### src/rtl/fft_r2_iter_pkg.sv
// fft_pkg: shared types, state codes, bit reversal and twiddle generation for fft_r2_iter
package fft_pkg;
  localparam int DW_DEF = 16;
  typedef struct packed {
    logic signed [DW_DEF-1:0] re;
    logic signed [DW_DEF-1:0] im;
  } cplx_t;
  typedef logic [1:0] state_t;
  localparam state_t S_LOAD = 2'd0;
  localparam state_t S_CALC = 2'd1;
  localparam state_t S_OUT  = 2'd2;
  function automatic logic [7:0] bitrev(input logic [7:0] v, input int bits);
    logic [7:0] r;
    r = '0;
    for (int j = 0; j < bits; j++) r[3'(j)] = v[3'(bits - 1 - j)];
    return r;
  endfunction
  // Integer Taylor series in Q.28 so elaboration needs no real-valued math
  function automatic logic [63:0] twiddle(input int k, input int n, input int frac, input int dw);
    longint x, x2, c, s, tc, ts, r, im, mx;
    x = (longint'(k) * 64'sd1686629713) / longint'(n);
    x2 = (x * x) >>> 28;
    c = 64'sd1 <<< 28;
    s = x;
    tc = c;
    ts = x;
    for (int j = 1; j < 14; j++) begin
      tc = -((tc * x2) >>> 28) / longint'((2 * j - 1) * (2 * j));
      ts = -((ts * x2) >>> 28) / longint'((2 * j) * (2 * j + 1));
      c += tc;
      s += ts;
    end
    mx = (64'sd1 <<< (dw - 1)) - 1;
    r = ((c <<< frac) + (64'sd1 <<< 27)) >>> 28;
    im = ((-s <<< frac) + (64'sd1 <<< 27)) >>> 28;
    r = r > mx ? mx : (r < -mx - 1 ? -mx - 1 : r);
    im = im > mx ? mx : (im < -mx - 1 ? -mx - 1 : im);
    return {r[31:0], im[31:0]};
  endfunction
endpackage

### src/rtl/fft_r2_iter_if.sv
// fft_r2_iter_if: sample-in / bin-out handshake bundle of the iterative FFT
interface fft_r2_iter_if #(parameter int DW = 16, parameter int LOGN = 3);
  logic in_valid, in_ready, scale_en, out_valid, out_ready, out_last, busy;
  logic [2*DW-1:0] in_data, out_data;
  logic [LOGN-1:0] out_idx;
  modport master (output in_valid, in_data, scale_en, out_ready,
                  input in_ready, out_valid, out_data, out_idx, out_last, busy);
  modport slave (input in_valid, in_data, scale_en, out_ready,
                 output in_ready, out_valid, out_data, out_idx, out_last, busy);
endinterface

### src/rtl/fft_r2_iter_bfly.sv
// fft_bfly: combinational radix-2 DIF butterfly, top=A+B, bot=(A-B)*W, optional halving
module fft_bfly #(parameter int DW = 16, parameter int FRAC = 8) (
  input  logic [2*DW-1:0] a_i,
  input  logic [2*DW-1:0] b_i,
  input  logic [2*DW-1:0] w_i,
  input  logic            scale_i,
  output logic [2*DW-1:0] top_o,
  output logic [2*DW-1:0] bot_o
);
  logic signed [DW-1:0] ar, ai, br, bi, wr, wi, xr, xi;
  logic signed [DW:0] sr, si, dr, di;
  logic signed [2*DW-1:0] p_rr, p_ii, p_ri, p_ir;
  always_comb begin
    ar = a_i[2*DW-1:DW];
    ai = a_i[DW-1:0];
    br = b_i[2*DW-1:DW];
    bi = b_i[DW-1:0];
    wr = w_i[2*DW-1:DW];
    wi = w_i[DW-1:0];
    sr = ar + br;
    si = ai + bi;
    dr = ar - br;
    di = ai - bi;
    xr = scale_i ? dr[DW:1] : dr[DW-1:0];
    xi = scale_i ? di[DW:1] : di[DW-1:0];
    p_rr = xr * wr;
    p_ii = xi * wi;
    p_ri = xr * wi;
    p_ir = xi * wr;
    top_o = {scale_i ? sr[DW:1] : sr[DW-1:0], scale_i ? si[DW:1] : si[DW-1:0]};
    bot_o = {DW'(p_rr >>> FRAC) - DW'(p_ii >>> FRAC), DW'(p_ri >>> FRAC) + DW'(p_ir >>> FRAC)};
  end
endmodule

### src/rtl/fft_r2_iter.sv
// fft_r2_iter: in-place radix-2 DIF FFT, serial load, one butterfly per cycle, natural-order output
module fft_r2_iter import fft_pkg::*; #(
  parameter int N    = 8,
  parameter int DW   = 16,
  parameter int FRAC = 8,
  parameter int LOGN = $clog2(N)
) (
  input logic         clk,
  input logic         rst,
  fft_r2_iter_if.slave io
);
  localparam int SW = $clog2(LOGN);
  state_t state_q;
  logic [LOGN-1:0] cnt_q, span, pos, top, bot, rev;
  logic [SW-1:0] stage_q;
  logic [LOGN-2:0] k;
  logic scale_q, b_last, s_last, out_v;
  logic [2*DW-1:0] mem_q [N];
  logic [2*DW-1:0] tw [N/2];
  logic [2*DW-1:0] bf_top, bf_bot;
  for (genvar i = 0; i < N/2; i++) begin : g_tw
    localparam logic [63:0] T = twiddle(i, N, FRAC, DW);
    assign tw[i] = {T[32+:DW], T[0+:DW]};
  end
  // In CALC cnt_q is the butterfly index; top inserts a 0 bit at the span position
  always_comb begin
    span = LOGN'(N/2) >> stage_q;
    pos = cnt_q & (span - LOGN'(1));
    top = ((cnt_q & ~(span - LOGN'(1))) << 1) | pos;
    bot = top | span;
    k = (LOGN-1)'(pos << stage_q);
    rev = LOGN'(bitrev(8'(cnt_q), LOGN));
    b_last = cnt_q == LOGN'(N/2 - 1);
    s_last = stage_q == SW'(LOGN - 1);
    out_v = state_q == S_OUT;
  end
  fft_bfly #(.DW(DW), .FRAC(FRAC)) u_bfly (
    .a_i(mem_q[top]), .b_i(mem_q[bot]), .w_i(tw[k]), .scale_i(scale_q),
    .top_o(bf_top), .bot_o(bf_bot)
  );
  assign io.in_ready = state_q == S_LOAD;
  assign io.busy = state_q != S_LOAD;
  assign io.out_valid = out_v;
  assign io.out_idx = out_v ? cnt_q : '0;
  assign io.out_data = out_v ? mem_q[rev] : '0;
  assign io.out_last = out_v && cnt_q == LOGN'(N - 1);
  always_ff @(posedge clk)
    if (state_q == S_LOAD && io.in_valid) mem_q[cnt_q] <= io.in_data;
    else if (state_q == S_CALC) begin
      mem_q[top] <= bf_top;
      mem_q[bot] <= bf_bot;
    end
  always_ff @(posedge clk or posedge rst)
    if (rst) begin
      state_q <= S_LOAD;
      cnt_q <= '0;
      stage_q <= '0;
      scale_q <= 1'b0;
    end else if (state_q == S_LOAD) begin
      if (io.in_valid) begin
        cnt_q <= cnt_q + LOGN'(1);
        if (cnt_q == '0) scale_q <= io.scale_en;
        if (cnt_q == LOGN'(N - 1)) state_q <= S_CALC;
      end
    end else if (state_q == S_CALC) begin
      cnt_q <= b_last ? '0 : cnt_q + LOGN'(1);
      if (b_last) begin
        stage_q <= s_last ? '0 : stage_q + SW'(1);
        if (s_last) state_q <= S_OUT;
      end
    end else if (io.out_ready) begin
      cnt_q <= cnt_q + LOGN'(1);
      if (cnt_q == LOGN'(N - 1)) state_q <= S_LOAD;
    end
endmodule
### src/flat_wrapper.sv
// flat-port wrapper written by rule: the top's interface ports become plain ports
module fft_r2_iter_flat import fft_pkg::*;
#(
  parameter int N    = 8,
  parameter int DW   = 16,
  parameter int FRAC = 8,
  parameter int LOGN = $clog2(N)
)
  (clk, rst, io_in_valid, io_in_data, io_scale_en, io_out_ready, io_in_ready, io_out_valid, io_out_data, io_out_idx, io_out_last, io_busy);
  fft_r2_iter_if #(.DW(DW), .LOGN(LOGN)) io_i ();
  input logic clk;
  input logic rst;
  input wire logic [$bits(io_i.in_valid)-1:0] io_in_valid;
  input wire logic [$bits(io_i.in_data)-1:0] io_in_data;
  input wire logic [$bits(io_i.scale_en)-1:0] io_scale_en;
  input wire logic [$bits(io_i.out_ready)-1:0] io_out_ready;
  output wire logic [$bits(io_i.in_ready)-1:0] io_in_ready;
  output wire logic [$bits(io_i.out_valid)-1:0] io_out_valid;
  output wire logic [$bits(io_i.out_data)-1:0] io_out_data;
  output wire logic [$bits(io_i.out_idx)-1:0] io_out_idx;
  output wire logic [$bits(io_i.out_last)-1:0] io_out_last;
  output wire logic [$bits(io_i.busy)-1:0] io_busy;
  assign io_i.in_valid = io_in_valid;
  assign io_i.in_data = io_in_data;
  assign io_i.scale_en = io_scale_en;
  assign io_i.out_ready = io_out_ready;
  assign io_in_ready = io_i.in_ready;
  assign io_out_valid = io_i.out_valid;
  assign io_out_data = io_i.out_data;
  assign io_out_idx = io_i.out_idx;
  assign io_out_last = io_i.out_last;
  assign io_busy = io_i.busy;
  fft_r2_iter #(.N(N), .DW(DW), .FRAC(FRAC), .LOGN(LOGN)) u_core (.clk(clk), .rst(rst), .io(io_i));
endmodule
### config.mk
export PLATFORM = sky130hd
export DESIGN_NAME = fft_r2_iter_flat
export DESIGN_NICKNAME = d
export VERILOG_FILES = /design/src/rtl/fft_r2_iter_pkg.sv /design/src/rtl/fft_r2_iter_if.sv /design/src/rtl/fft_r2_iter_bfly.sv /design/src/rtl/fft_r2_iter.sv /design/src/flat_wrapper.sv
export SDC_FILE = /design/constraint.sdc
export NUM_CORES = 2
export LEC_CHECK = 0
export CORE_ASPECT_RATIO = 1.25
export CORE_MARGIN = 10
export CORE_UTILIZATION = 50
export DETAILED_ROUTE_END_ITERATION = 12
export PLACE_DENSITY = 0.7
export SLEW_MARGIN = 30
export SYNTH_ARGS = -nofsm -noshare
export SYNTH_HDL_FRONTEND = slang
export SYNTH_SLANG_ARGS = --single-unit
### constraint.sdc
create_clock -name clk -period 12.8 [get_ports clk]
set_input_delay 1.28 -clock clk [delete_from_list [all_inputs] [get_ports clk]]
set_output_delay 1.28 -clock clk [all_outputs]
set_load 0.02 [all_outputs]
# After elaboration in Yosys (flattened, before gate mapping)
# Memories as Yosys holds them, arrays and structs flattened.
# Index checks and enable logic that the tools add are counted.
[totals] reg_bits=8 latchBits=0 ramBits=256 romBits=0 input_bits=37 word_cells=80 n_memories=1
[op_classes] add_sub_neg=9 n_mul=4 div_mod_pow=0 n_lt_le_gt_ge=1 n_eq_ne=9 shift=2 n_mux=31 n_bitwise=7 reduce_logical=12
[mem_list] memory="u_core.mem_q" words=8 width=32 read_ports=3 rd_clocked_by_memory_dff=0 wr=2 line_no="fft_r2_iter.sv:18" text="logic [2*DW-1:0] mem_q [N];"
[op_table] op="two-way mux 32 bit" n=4
[op_table] op="multiplier 16 x 16 -> 24 bit" n=4
[op_table] op="binary-select mux 32 bit (select 2 bit)" n=1
[op_table] op="two-way mux 16 bit" n=4
[op_table] op="adder 16 x 16 -> 17 bit" n=2
[op_table] op="subtractor 16 x 16 -> 17 bit" n=2
[op_table] op="OR reduction 32 bit" n=1
[op_table] op="two-way mux 3 bit" n=7
[op_table] op="two-way mux 2 bit" n=9
[op_table] op="adder 16 bit" n=1
[op_table] op="subtractor 16 bit" n=1
[op_table] op="two-way mux 1 bit" n=6
[op_table] op="inequality test 3 x 2 -> 1 bit (second input constant)" n=2
[op_table] op="OR 3 bit" n=2
[op_table] op="AND reduction 3 bit" n=2
[op_table] op="AND reduction 6 bit" n=1
[op_table] op="== test 2 bit (second input constant)" n=2
[op_table] op="nonzero test 2 bit" n=2
[op_table] op="adder 3 x 1 -> 3 bit (second input constant)" n=1
[op_table] op="AND 3 bit" n=1
[op_table] op="== test 3 x 2 -> 1 bit (second input constant)" n=1
[op_table] op="== test 3 bit (second input constant)" n=1
[op_table] op="greater-or-equal comparator 3 bit (second input constant)" n=1
[op_table] op="logical NOT 3 bit" n=1
[op_table] op="15 further kinds" n=16

# Logic depth before layout (Yosys ltp)
# An unclocked memory read counts as a cell.
[depth] word_depth=11 depth_mapped=58 ltp_nobuf=56

# Modules after synthesis
# A second synthesis with hierarchy kept.
[unflattened] hier_cells=6166 area_unflattened_um2=53986.8
[modules_own_cells] module="fft_bfly" n_inst=1 cells_per_inst=4246 area_per_inst_um2=35128.7 seq_area_each_um2=0.0
[modules_own_cells] module="fft_r2_iter" n_inst=1 cells_per_inst=1920 area_per_inst_um2=18858.1 seq_area_each_um2=7887.6

# Least setup slack after synthesis
# Ideal clock, no wire load.
[synth_path] kind="reg2reg" startpoint="reg u_core.stage_q[0]" endpoint="mem u_core.mem_q[1][15] in the netlist's numbering (data pin)" arrival_time_ps=12302 required_time_ps=12531 setup_slack_ps=228 stages_incl_launch_ff=53 synth_period_minus_slack_ps=12572 path_cell_list="dfrtp_1 inv_1 ha_1 nand2b_1 buf_2 buf_1 clkbuf_1 mux4_2 mux2_2 ha_1 clkbuf_1 or4_1 nor3_1 nor3_1 o31ai_1 xnor2_1 nor2_1 a21oi_1 [17 not listed] and2_1 o21a_1 nor2_1 nor2b_1 o41ai_1 o21ba_2 nor2b_1 o21ai_0 a21oi_1 ha_1 nand2_1 o31a_1 o21ai_0 xor2_1 nor3b_1 nor3_1 o22ai_1 a21oi_1"
[synth_rtl] element="from (decl)" line_no="fft_r2_iter.sv:15" text="logic [SW-1:0] stage_q;"
[synth_rtl] element="from (signal assigned)" line_no="fft_r2_iter.sv:68" text="stage_q <= s_last ? '0 : stage_q + SW'(1);"
[synth_rtl] element="to (decl)" line_no="fft_r2_iter.sv:18"

==> results.md <==
- Run status: finished, final reports clean
- Min-delay worst type: flip-flop to flip-flop
- Clock slew at reported path FFs: 0.07 ns
- CTS tree: done
- Die area: 103,000 um^2
- Site row count: 123
- Syn avg cell area: 10.1 um^2
- Drt first pass iters: 6
- Port Buffers: 75
- Synthesized flop and latch total: 264
- Place WS: -0.231 ns
- Share of cells above drive strength 1: 11.6%
- Area after DPL: 48,300 um^2
- Synth unique cells: 77
- Slew @ Worst Pin: 1.06 ns
- Fin Hold WS: 0.658 ns
- Reg-to-Reg Start: u_core.stage_q[0]
- Fmax: 80.9 MHz
- H-tree lvl count: 1
- Hold depth: 1
- Hold Buf Count CTS: 0
- First-pass GRT wire length: 204,000 um
- Post-synth top flop: edfxtp_1
- Post-synth ARST share: 3.03%
- DRC violations left: 0
- Vias in the first global route: 35.1k
- Hold Crit Start: u_core.stage_q[1]
- Area grow syn2layout: 9.20%
- Max incr delay on CP: 0.62 ns
- Initial antenna violation count: 0
- Yosys warnings: 0
- Kind of critical path: flip-flop to flip-flop
- RSZ-0062 raised after global routing: yes
- CTS Buf Count: 24
- CTS Root Cell: clkbuf_16
- Final worst path period need: 12.35 ns
- RePlAce Congestion: 0.934
- Syn nets: 5,558
- Relative slew slack: 28.6%
- Gr ovfl total: 0
- Fin Setup TNS: 0 ns
- Critical path launch point type: flip-flop
- Fin Clk Skew: 0.0170 ns
- # setup viols final: 0
- Worst setup margin: 0.445 ns
- Worst-case clock buffer depth: 3
- R2r worst-path depth: 47
- DRT Wirelength: 133,000 um
- Max_cap viols: 0
- Via Count: 33.9k
- Wire per inst: 23.0 um
- Commonest non-fill, non-tap cells in the layout: 942 x inv_1, 578 x fa_1, 471 x ha_1
- Final Max Slew Viols: 0
- FF-to-FF End: u_core.mem_q[4][15]
- Clk_lat worst skew: 0.57 ns
- Required @ worst endpoint: 13.09 ns
- Crit path capture type: flip-flop
- Post-synth EDFFs: 256
- FF-to-FF setup slack: 0.45 ns
- Cell area after synthesis: 45,300 um^2
- Commonest non-fill, non-tap cell in the layout: inv_1
- Antenna Nets Post-Route: 0
- Die height: 357 um
- Finished Cell Area: 49,500 um^2
- Die extent in x: 289 um
- HPWL after detailed placement: 104,000 um
- Syn Inst Count: 4,469
- CTS Sinks: 264
- Fin nets: 5,658
- Vias/cell: 5.87
- Iteration-0 DRC Markers: 3,009
- Crit-path slowest cell: or4_1
- Final period utilization: 96.5%
- Core Box Area: 90,000 um^2
- Worst Hold End: u_core.stage_q[1]
- Initial Util: 50.3%
- Final hold vios: 0
- Worst Path Max Fanout: 9
- WP data arrival: 12.65 ns
- I/O pins: 76
- Seq/Total Area, Yosys: 17.4%
- Largest net degree at the start of global routing: 50
- GRT Util Overall: 25.8%
critical path, delay by kind of cell, from the launching register on:
kind / cells / cell delay (ns)
compound gates: 13 / 3.17
xor+xnor: 2 / 0.38
fa+ha+maj: 10 / 4.36
buf+inv: 9 / 1.09
flops: 1 / 0.40
mux: 2 / 0.47
simple gates: 11 / 2.16
worst max-delay path by stage:
stage               slack [ns]                  end  cells past startpoint               from
finish                    0.45  u_core.mem_q[4][15]                     47  u_core.stage_q[0]
global route             -0.07  u_core.mem_q[4][15]                     48  u_core.stage_q[0]
CTS                       0.02  u_core.mem_q[2][31]                     51  u_core.stage_q[1]
detailed placement       -0.23  u_core.mem_q[4][15]                     49  u_core.stage_q[1]
global placement          0.03  u_core.mem_q[3][15]                     55  u_core.stage_q[1]
floorplan                 0.23  u_core.mem_q[1][15]                     52  u_core.stage_q[0]
sequential cells by signal, indices dropped and copies added, names as in the netlist:
signal,count
u_core.state_q,2
u_core.mem_q,256
u_core.cnt_q,3
u_core.scale_q,1
u_core.stage_q,2
synthesized netlist by cell type (117+ instances only):
library cell  instances  area, um^2
nand2_1             402        1510
fa_1                578       11600
mux2i_1             205        2050
clkbuf_1            117         439
inv_1               945        3550
nor2_1              158         593
o21ai_0             146         731
xnor2_1             140        1230
edfxtp_1            256        7690
ha_1                474        5930
a21oi_1             195         976
mux4_2              192        4320
layer usage:
metal / track usage, % / wire, um / vias to the layer above
met5: 0 / 0 / -
met3: 3.68 / 10800 / 359
met4: 11.3 / 6600 / 0
li1: - / - / 15003
met1: 30.9 / 48000 / 16926
met2: 45.4 / 67100 / 1629
cell families after synthesis:
family	count (synthesis)	share of synthesized area [%]
buffers and inverters	1117	9.26
adder cells (fa/ha/maj)	1055	38.7
AND/OR/NAND/NOR	868	8.70
AO/OA/AOI/OAI	550	7.41
multiplexers	435	15.0
flip-flops	264	17.4
XOR/XNOR	180	3.54
what timing repair did:
| item | 4_1_cts | 5_1_grt |
|---|---|---|
| gates cloned | 0 | 1 |
| setup endpoints to repair | 16 | 80 |
| setup buffers | 0 | 22 |
| pin swaps | 0 | 6 |
| resized for setup | 4 | 43 |
area by class of cell:
cell class	instances	area, um^2
diodes	1	2.50
clock buffers	30	644
clock inverters	13	120
fillers	7827	40500
inverters	946	3560
multi-input cells	3088	33600
flip-flops and latches	264	7900
well taps	1187	1490
repair buffers	245	2150
metrics by stage:
stage / util (%) / std cells
floorplan: - / 4469
global placement: 53.6 / 5707
detailed placement: 53.7 / 5707
CTS: 54.5 / 5750
global route: 55.0 / 5773
finish: 55.0 / 5774
Power is not shown: default switching activity piles up to over one toggle a cycle in this logic, so the estimate is an artifact.
